**config.mk**
```make
export PLATFORM = sky130hd
export DESIGN_NAME = game_controller
export DESIGN_NICKNAME = d
export VERILOG_FILES = /design/src/rtl/game_controller.sv
export SDC_FILE = /design/constraint.sdc
export NUM_CORES = 1
export LEC_CHECK = 0
export BUFFER_PORTS_ARGS = -buffer_cell sky130_fd_sc_hd__clkbuf_2
export CORE_MARGIN = 3
export CORE_UTILIZATION = 35
export DETAILED_ROUTE_END_ITERATION = 16
export SYNTH_ARGS = -nofsm -noshare
export SYNTH_HDL_FRONTEND = slang
export SYNTH_SLANG_ARGS = --single-unit
export TNS_END_PERCENT = 100
```
**constraint.sdc**
```tcl
create_clock -name clk -period 3.6 [get_ports clk]
set_input_delay 0.72 -clock clk [delete_from_list [all_inputs] [get_ports clk]]
set_output_delay 0.72 -clock clk [all_outputs]
set_load 0.1 [all_outputs]
```
**src/rtl/game_controller.sv**
```systemverilog
// ---------------------------------------------------------------------------
// GameController (module game_controller)
//
// Purpose:
//   Match-level sequencer for a two-player paddle game. It waits for a start
//   request, holds the ball at centre for a serve delay measured in frame
//   ticks, launches the ball, keeps score when the ball datapath reports a
//   miss, and stops the match once a player reaches WIN_SCORE.
//
// Parameters:
//   WIN_SCORE    points needed to win (1..15)
//   SERVE_TICKS  timing_tick count spent waiting before each serve (1..255)
//
// Ports:
//   clk           system clock, all state updates on the rising edge
//   rst           asynchronous active-high reset
//   timing_tick   one-cycle frame strobe pacing the serve delay
//   btn_start     debounced start level; only a 0->1 transition counts
//   miss_left     one-cycle strobe: ball lost past the left pad
//   miss_right    one-cycle strobe: ball lost past the right pad
//   ball_en       ball may move (high only during play)
//   ball_center   ball held at screen centre (high whenever not playing)
//   serve_pulse   one-cycle launch strobe, first cycle of play
//   serve_right   launch direction, 1 = rightward
//   score_left    left player's points
//   score_right   right player's points
//   game_over     match finished
//   winner_right  valid while game_over, 1 = right player won
// ---------------------------------------------------------------------------
module game_controller #(
  parameter int WIN_SCORE   = 9,
  parameter int SERVE_TICKS = 60
) (
  input  logic       clk,
  input  logic       rst,
  input  logic       timing_tick,
  input  logic       btn_start,
  input  logic       miss_left,
  input  logic       miss_right,
  output logic       ball_en,
  output logic       ball_center,
  output logic       serve_pulse,
  output logic       serve_right,
  output logic [3:0] score_left,
  output logic [3:0] score_right,
  output logic       game_over,
  output logic       winner_right
);

  typedef enum logic [1:0] {
    IDLE       = 2'd0,
    SERVE_WAIT = 2'd1,
    PLAY       = 2'd2,
    GAME_OVER  = 2'd3
  } state_t;

  localparam logic [3:0] WIN_VAL    = 4'(WIN_SCORE);
  localparam logic [7:0] SERVE_LAST = 8'(SERVE_TICKS - 1);

  state_t     state_q, state_d;
  logic [7:0] serveCnt_q, serveCnt_d;
  logic [3:0] scoreLeft_q, scoreLeft_d;
  logic [3:0] scoreRight_q, scoreRight_d;
  logic       serveRight_q, serveRight_d;
  logic       winnerRight_q, winnerRight_d;
  logic       servePulse_q, servePulse_d;
  logic       btnPrev_q;

  logic       startEdge;
  logic [3:0] leftInc;
  logic [3:0] rightInc;

  // Start is a rising edge of the button level. The previous-level register
  // comes out of reset as 1 so a button that is already held when reset is
  // released is not mistaken for a fresh press.
  assign startEdge = btn_start & ~btnPrev_q;

  // Saturating increments: the win check keeps scores at or below WIN_SCORE,
  // the saturation only guarantees the counters can never wrap to zero.
  assign leftInc  = (scoreLeft_q  == 4'hF) ? scoreLeft_q  : scoreLeft_q  + 4'd1;
  assign rightInc = (scoreRight_q == 4'hF) ? scoreRight_q : scoreRight_q + 4'd1;

  // State and datapath registers. Reset is asynchronous so a mid-game reset
  // drops any point or serve that was about to be registered.
  always_ff @(posedge clk or posedge rst) begin
    if (rst) begin
      state_q       <= IDLE;
      serveCnt_q    <= 8'd0;
      scoreLeft_q   <= 4'd0;
      scoreRight_q  <= 4'd0;
      serveRight_q  <= 1'b1;
      winnerRight_q <= 1'b0;
      servePulse_q  <= 1'b0;
      btnPrev_q     <= 1'b1;
    end else begin
      state_q       <= state_d;
      serveCnt_q    <= serveCnt_d;
      scoreLeft_q   <= scoreLeft_d;
      scoreRight_q  <= scoreRight_d;
      serveRight_q  <= serveRight_d;
      winnerRight_q <= winnerRight_d;
      servePulse_q  <= servePulse_d;
      btnPrev_q     <= btn_start;
    end
  end

  // Next-state logic. Everything holds by default; the serve strobe is the
  // only value that falls back to zero every cycle. Misses are only looked at
  // in PLAY and start edges only in IDLE and GAME_OVER.
  always_comb begin
    state_d       = state_q;
    serveCnt_d    = serveCnt_q;
    scoreLeft_d   = scoreLeft_q;
    scoreRight_d  = scoreRight_q;
    serveRight_d  = serveRight_q;
    winnerRight_d = winnerRight_q;
    servePulse_d  = 1'b0;

    case (state_q)
      IDLE, GAME_OVER: begin
        if (startEdge) begin
          scoreLeft_d  = 4'd0;
          scoreRight_d = 4'd0;
          serveCnt_d   = 8'd0;
          state_d      = SERVE_WAIT;
        end
      end

      SERVE_WAIT: begin
        // The tick that finds the counter at SERVE_TICKS-1 is the last one of
        // the delay; the launch strobe is registered so it shows up together
        // with the first PLAY cycle.
        if (timing_tick) begin
          if (serveCnt_q == SERVE_LAST) begin
            state_d      = PLAY;
            servePulse_d = 1'b1;
            serveCnt_d   = 8'd0;
          end else begin
            serveCnt_d = serveCnt_q + 8'd1;
          end
        end
      end

      PLAY: begin
        if (miss_left && miss_right) begin
          // Simultaneous misses are a replay: nobody scores, direction kept.
          state_d    = SERVE_WAIT;
          serveCnt_d = 8'd0;
        end else if (miss_left) begin
          // Right player scores; next serve heads toward the left player.
          scoreRight_d = rightInc;
          serveRight_d = 1'b0;
          if (rightInc == WIN_VAL) begin
            state_d       = GAME_OVER;
            winnerRight_d = 1'b1;
          end else begin
            state_d    = SERVE_WAIT;
            serveCnt_d = 8'd0;
          end
        end else if (miss_right) begin
          // Left player scores; next serve heads toward the right player.
          scoreLeft_d  = leftInc;
          serveRight_d = 1'b1;
          if (leftInc == WIN_VAL) begin
            state_d       = GAME_OVER;
            winnerRight_d = 1'b0;
          end else begin
            state_d    = SERVE_WAIT;
            serveCnt_d = 8'd0;
          end
        end
      end

      default: begin
        state_d = IDLE;
      end
    endcase
  end

  // Level outputs are decoded purely from the registered state, so they are
  // glitch-free relative to the inputs and change only on clock or reset.
  always_comb begin
    ball_en     = 1'b0;
    ball_center = 1'b1;
    game_over   = 1'b0;
    case (state_q)
      PLAY: begin
        ball_en     = 1'b1;
        ball_center = 1'b0;
      end
      GAME_OVER: begin
        game_over = 1'b1;
      end
      default: begin
        ball_en     = 1'b0;
        ball_center = 1'b1;
      end
    endcase
  end

  assign serve_pulse  = servePulse_q;
  assign serve_right  = serveRight_q;
  assign score_left   = scoreLeft_q;
  assign score_right  = scoreRight_q;
  assign winner_right = winnerRight_q;

endmodule
```
==> flow_summary_export.csv, run 1 <==
group,metric,value,unit
floorplan,die_w,67.33,µm
place,port_buffers,19,
clock_tree,ctsLongestPathBuffers,2,
finish,n_fill_cell,365,
synthesis,avgSynthCellArea,9.269,µm²
detailed_routing,drtAntennaViolNets,0,
synthesis,ys_ff_latch,22,
synthesis,ys.flop_type,"dfrtp_1",
finish,fin_area,1488,µm²
pwr,power_density,705.7,nW/µm²
worst_setup_path,crit_path_end_kind,"output pin",
synthesis,yosysTopAreaCell,"dfrtp_1",
place,post_dp_cell_area,1443,µm²
synthesis,synth_cells,142,
clock_tree,cts-root-buf,"clkbuf_8",
clock_tree,numCtsBuffers,3,
place,dp_slack,989.7,ps
worst_setup_path,reg2reg_setup_slack,1110,ps
clock_tree,cts_resized,0,
worst_setup_path,required,2880,ps
worst_setup_path,cp-startpoint,"state_q[0]",
pwr,power,1050,µW
worst_setup_path,timing.rr.end,"serveCnt_q[7]",
sta,setup_slack,1016,ps
synthesis,seq_area_frac_synth,42.02,%
sta,slew_violations,0,
clock_tree,clk_latency,260,ps
synthesis,yosys-top-cells-count,"20 x dfrtp_1, 17 x nand2_1, 13 x o21ai_0",
finish,post-route-util,42.89,%
synthesis,synthArstFlopShare,100.0,%
synthesis,synth-edff-count,0,
place,finalWeightedCongestion,0.8520,
worst_setup_path,path_class,"reg -> out",
synthesis,yosysUniqueCellTypes,36,
worst_setup_path,crit_path_start_kind,"flop",
detailed_routing,totalWireLength,2.798,mm
floorplan,fp.dieH,67.33,µm
pwr,p_leak,0.0006916,µW
floorplan,die_area,4533,µm²
detailed_routing,routed_via_density,5.337,
finish,multiInputGateArea,691.9,µm²
clock_tree,clkSinkCount,22,
synthesis,synth_area,1316,µm²
detailed_routing,wl_per_cell,13.45,µm
sta,worstMarginPinSlew,817.6,ps
floorplan,fp.coreArea,3468,µm²
sta,fin_crit,2584,ps
floorplan,row_count,21,
synthesis,synth_nets,158,
finish,area_growth,13.02,%
sta,rsz0062_at_grt,"false",
sta,period_share,71.77,%
global_route,grt_pass1_vias,1137,
sta,finClkSkew,7.078,ps
worst_setup_path,cp.arrival,1860,ps
global_route,grt_pass1_wl,4.919,mm
worst_setup_path,cp_max_fo,15,
hold_path,hold_depth,1,
clock_tree,post-cts-setup-buffer-count,0,
flow_run,max_cap_violations,0,
detailed_routing,drc,0,
finish,ff_latch_area,553.0,µm²
sta,fmax,387.1,MHz
global_route,grt_usage,14.27,%
sta,timing.slew.headroom,45.43,%
sta,finalSetupViolCount,0,
status,status,"completed",
global_route,grt_max_degree,23,
clock_tree,clkSlewWorstSetupHoldPaths,80,ps
floorplan,start_util,37.95,%
worst_setup_path,reg2reg_depth,7,
sta,fin_setup_tns,0,ps
pwr,max-vdd-ir-drop,485.8,µV
hold_path,hold_path_class,"reg -> reg",
clock_tree,cts.htree.levels,1,
global_route,grt.overflow.total,0,
clock_tree,cts_hold_buffers,0,
finish,drive_above_1_share,16.67,%
floorplan,ios,20,
sta,hold_violations,0,
worst_setup_path,regToRegStartpoint,"state_q[0]",
finish,num_antenna_cells,0,
place,place_hpwl,2.185,mm
detailed_routing,first_iter_violations,56,
finish,nets,179,
synthesis,yosysMostFrequentCell,"dfrtp_1",
hold_path,min_to,"serve_pulse",
detailed_routing,firstDrtPassIters,5,
synthesis,ys_top_cells_by_area,"dfrtp_1 38%, ha_1 9.5%, o21ai_0 4.9%",
detailed_routing,dr_total_vias,1110,
synthesis,yosys.area.top_type_share,38.02,%
global_route,antenna_found_initial,0,
clock_tree,cts_tree,"built",
hold_path,hp-start,"serveCnt_q[7]",
synthesis,synth_warnings,0,
kinds of logic after synthesis:
| group | count (synthesis) | share of synthesized area [%] |
|---|---|---|
| fa+ha+maj | 10 | 9.506 |
| mux | 1 | 0.7605 |
| buf+inv | 15 | 5.418 |
| simple gates | 50 | 20.06 |
| flops | 22 | 42.02 |
| compound gates | 44 | 22.24 |
cell usage in the layout (no fill, tap or decap), drive strengths merged:
cell type / instances
nand2: 17
o21bai: 1
a21oi: 11
a41o: 1
nand2b: 3
nor2b: 5
a21boi: 1
a41oi: 2
and3: 3
nor2: 4
o211ai: 1
nor4: 2
o21ai: 16
a31oi: 1
nand3b: 1
or4: 1
o2bb2ai: 1
a31o: 1
or4b: 1
o31ai: 5
nand4bb: 1
dfstp: 2
or2: 1
ha: 10
nand4: 2
a222oi: 1
mux2i: 1
clkbuf: 23
dfrtp: 20
o311ai: 1
nand3: 8
inv: 12
a32o: 1
nor3: 1
stage by stage:
| step | instances | hold slack [ps] |
|---|---|---|
| after floorplan | 142 | 443.6 |
| after global placement | 204 | 470.5 |
| after CTS | 208 | 493.6 |
| final | 208 | 502.8 |
| after global routing | 208 | 522.0 |
| after detailed placement | 204 | 485.1 |
layout make-up:
type                    count  share of cell area (%)
inverters                  12                   3.028
repair buffers             19                   6.392
well taps                  46                   3.869
flip-flops and latches     22                   37.17
multi-input cells         105                   46.51
clock buffers               4                   3.028
power breakdown:
group	internal [µW]	leakage [µW]	switching (µW)	total [µW]
registers	288	0.000296	47.1	335
logic	141	0.000373	416	556
clock network	79.0	0.0000228	79.5	158
total	507	0.000692	542	1050
how the worst max path moves through the flow:
stage	end	slack, ps	cells past startpoint
2_1_floorplan	serveCnt_q[6]	530	7
3_3_place_gp	serveCnt_q[7]	1050	7
3_5_place_dp	serveCnt_q[7]	990	7
4_1_cts	ball_center	1010	4
5_1_grt	serveCnt_q[7]	850	7
6_report	ball_center	1020	4
worst max-delay path, cell delays in order (launching register included):
cell and delay, ps:
dfrtp_1 430, inv_1 80, ha_1 480, inv_1 200, clkbuf_2 420
metal layers:
layer	GRT usage [%]	routed length (µm)	vias up	part of all wire [%]
met3	4.160	113	4	4.0
met4	6.835	27	0	0.96
li1	-	-	556	-
met2	25.40	1487	28	53
met1	15.39	1171	522	42
met5	0	0	-	0
state kept, by name, summed over array words and instances, names as in the netlist:
signal / count
serve_pulse: 1
btnPrev_q: 1
serveCnt_q: 8
serve_right: 1
state_q: 2
score_left: 4
score_right: 4
winner_right: 1
(Power assumes the default switching activity.)
==> inputs of run 2 (changes only) <==
==> constraint.sdc (replaced) <==
create_clock -name clk -period 2.43 [get_ports clk]
set_input_delay 0.486 -clock clk [delete_from_list [all_inputs] [get_ports clk]]
set_output_delay 0.486 -clock clk [all_outputs]
set_load 0.1 [all_outputs]
==> flow_summary_export.csv, run 2 (same netlist as run 1, synthesis figures left out) <==
group,metric,value,unit
clock_tree,clkSinkCount,22,
global_route,grt_max_degree,23,
finish,largest_reg_flops,8,
detailed_routing,drc,0,
sta,setup_slack,164.3,ps
sta,fin_crit,2266,ps
sta,hold_ws,221.9,ps
place,place_hpwl,2.228,mm
worst_setup_path,reg2reg_depth,7,
pwr,power.share.clock,13.9,%
status,status,"completed",
sta,worstMarginPinSlew,546.0,ps
clock_tree,cts_resized,0,
floorplan,die_area,4533,µm²
place,post_dp_cell_area,1506,µm²
finish,fin_area,1567,µm²
clock_tree,clk_latency,260,ps
clock_tree,ctsLongestPathBuffers,2,
detailed_routing,wl_per_cell,13.46,µm
worst_setup_path,path_class,"reg -> reg",
worst_setup_path,cp.arrival,2420,ps
global_route,grt_pass1_wl,5.154,mm
detailed_routing,first_iter_violations,79,
pwr,netSwitchingFraction,49.09,%
place,port_buffers,19,
clock_tree,cts.htree.levels,1,
sta,fin_setup_tns,0,ps
detailed_routing,dr_total_vias,1164,
pwr,p_leak,0.0007260,µW
finish,post-route-util,45.17,%
global_route,grt_usage,14.45,%
floorplan,fp.dieH,67.33,µm
worst_setup_path,reg2reg_setup_slack,160,ps
clock_tree,clkSlewWorstSetupHoldPaths,90,ps
finish,drive_above_1_share,22.94,%
global_route,grt_pass1_vias,1144,
finish,final_cell_mix,"19 x clkbuf_2, 18 x dfrtp_1, 17 x nand2_1, 13 x o21ai_0",
worst_setup_path,crit_path_start_kind,"flop",
floorplan,start_util,37.95,%
floorplan,row_count,21,
sta,finClkSkew,9.697,ps
floorplan,die_w,67.33,µm
sta,rsz0062_at_grt,"false",
worst_setup_path,timing.rr.end,"serveCnt_q[6]",
pwr,power_density,1085,nW/µm²
pwr,max-vdd-ir-drop,619.5,µV
worst_setup_path,regToRegStartpoint,"score_left[0]",
detailed_routing,drtAntennaViolNets,0,
place,finalWeightedCongestion,0.9184,
finish,nets,187,
finish,num_antenna_cells,0,
floorplan,fp.coreArea,3468,µm²
sta,fmax,441.4,MHz
floorplan,ios,20,
place,dp_slack,109.7,ps
detailed_routing,routed_via_density,5.389,
clock_tree,cts_tree,"built",
finish,top_register,"serveCnt_q",
pwr,switchingPower,834.2,µW
clock_tree,cts_hold_buffers,0,
pwr,intPower,865.2,µW
detailed_routing,totalWireLength,2.907,mm
worst_setup_path,required,2590,ps
clock_tree,numCtsBuffers,3,
pwr,pwr-share-seq,29.5,%
sta,finalSetupViolCount,0,
pwr,power_frac_comb,56.7,%
detailed_routing,firstDrtPassIters,4,
hold_path,hold_path_class,"in -> async",
worst_setup_path,cp_max_fo,7,
flow_run,max_cap_violations,0,
global_route,antenna_found_initial,0,
finish,final_common_cell,"clkbuf_2",
sta,hold_violations,0,
worst_setup_path,crit_path_end_kind,"flop",
finish,area_growth,19.01,%
sta,timing.slew.headroom,63.75,%
global_route,grt.overflow.total,0,
sta,period_share,93.24,%
clock_tree,cts-root-buf,"clkbuf_8",
sta,slew_violations,0,
==> run 2: changes by cell type in the layout (fill, tap and decap cells not counted) <==
cell / previous run / this run
buf_4: 0 / 8
clkinvlp_4: 0 / 1
inv_1: 12 / 11
ha_1: 10 / 9
ha_4: 0 / 1
dfrtp_2: 0 / 2
dfrtp_1: 20 / 18
==> run 2: how the worst max path moves through the flow <==
stage / from / end / slack [ps] / cells after the start
3_5_place_dp: score_left[0] / serveCnt_q[6] / 110 / 6
3_3_place_gp: score_left[0] / serveCnt_q[6] / 180 / 6
4_1_cts: score_left[0] / serveCnt_q[6] / 90 / 6
2_1_floorplan: score_left[0] / serveCnt_q[6] / 2 / 7
5_1_grt: state_q[0] / serveCnt_q[7] / 30 / 9
6_report: score_left[0] / serveCnt_q[6] / 160 / 7
==> run 2: critical path, cell delays in order (launching register included) <==
cell      delay, ps
dfrtp_2         450
ha_1            260
nand2b_1        170
or4b_4          550
o311ai_4        280
buf_4           190
mux2i_1         180
nand2_1          70
==> run 2: timing repair <==
item                                    CTS  global route
buffers inserted                          0             2
endpoints found under the setup margin    0             5
endpoints found under the hold margin     0             0
==> run 2: final cells by class <==
class / count / area [µm²]
clock buffer: 4 / 45.04
fill: 367 / 1902
inverter: 12 / 48.80
multi-input combinational: 105 / 704.4
sequential: 22 / 555.5
tap: 46 / 57.56
timing repair buffer: 27 / 155.1
==> run 2: power groups by stage <==
stage          registers, µW  clock network [µW]  logic, µW
2_1_floorplan            683                   0        555
3_3_place_gp             499                   0        914
3_5_place_dp             507                   0        937
4_1_cts                  500                 244        940
5_1_grt                  514                 259       1060
6_report                 501                 236        963
==> run 2: per-stage QoR <==
stage	total power [µW]	cells
after floorplan	1238	142
after global placement	1413	210
after detailed placement	1444	210
after CTS	1685	214
after global routing	1831	216
final	1699	216
==> run 2: metal layers <==
layer  vias up  wire length (µm)  global-route usage [%]  share of wire [%]
li1        569                 -                       -                  -
met1       562              1351                   17.85                 46
met2        29              1410                   25.15                 49
met3         4               115                   3.827                4.0
met4         0                30                   3.038                1.0
met5         -                 0                       0                  0
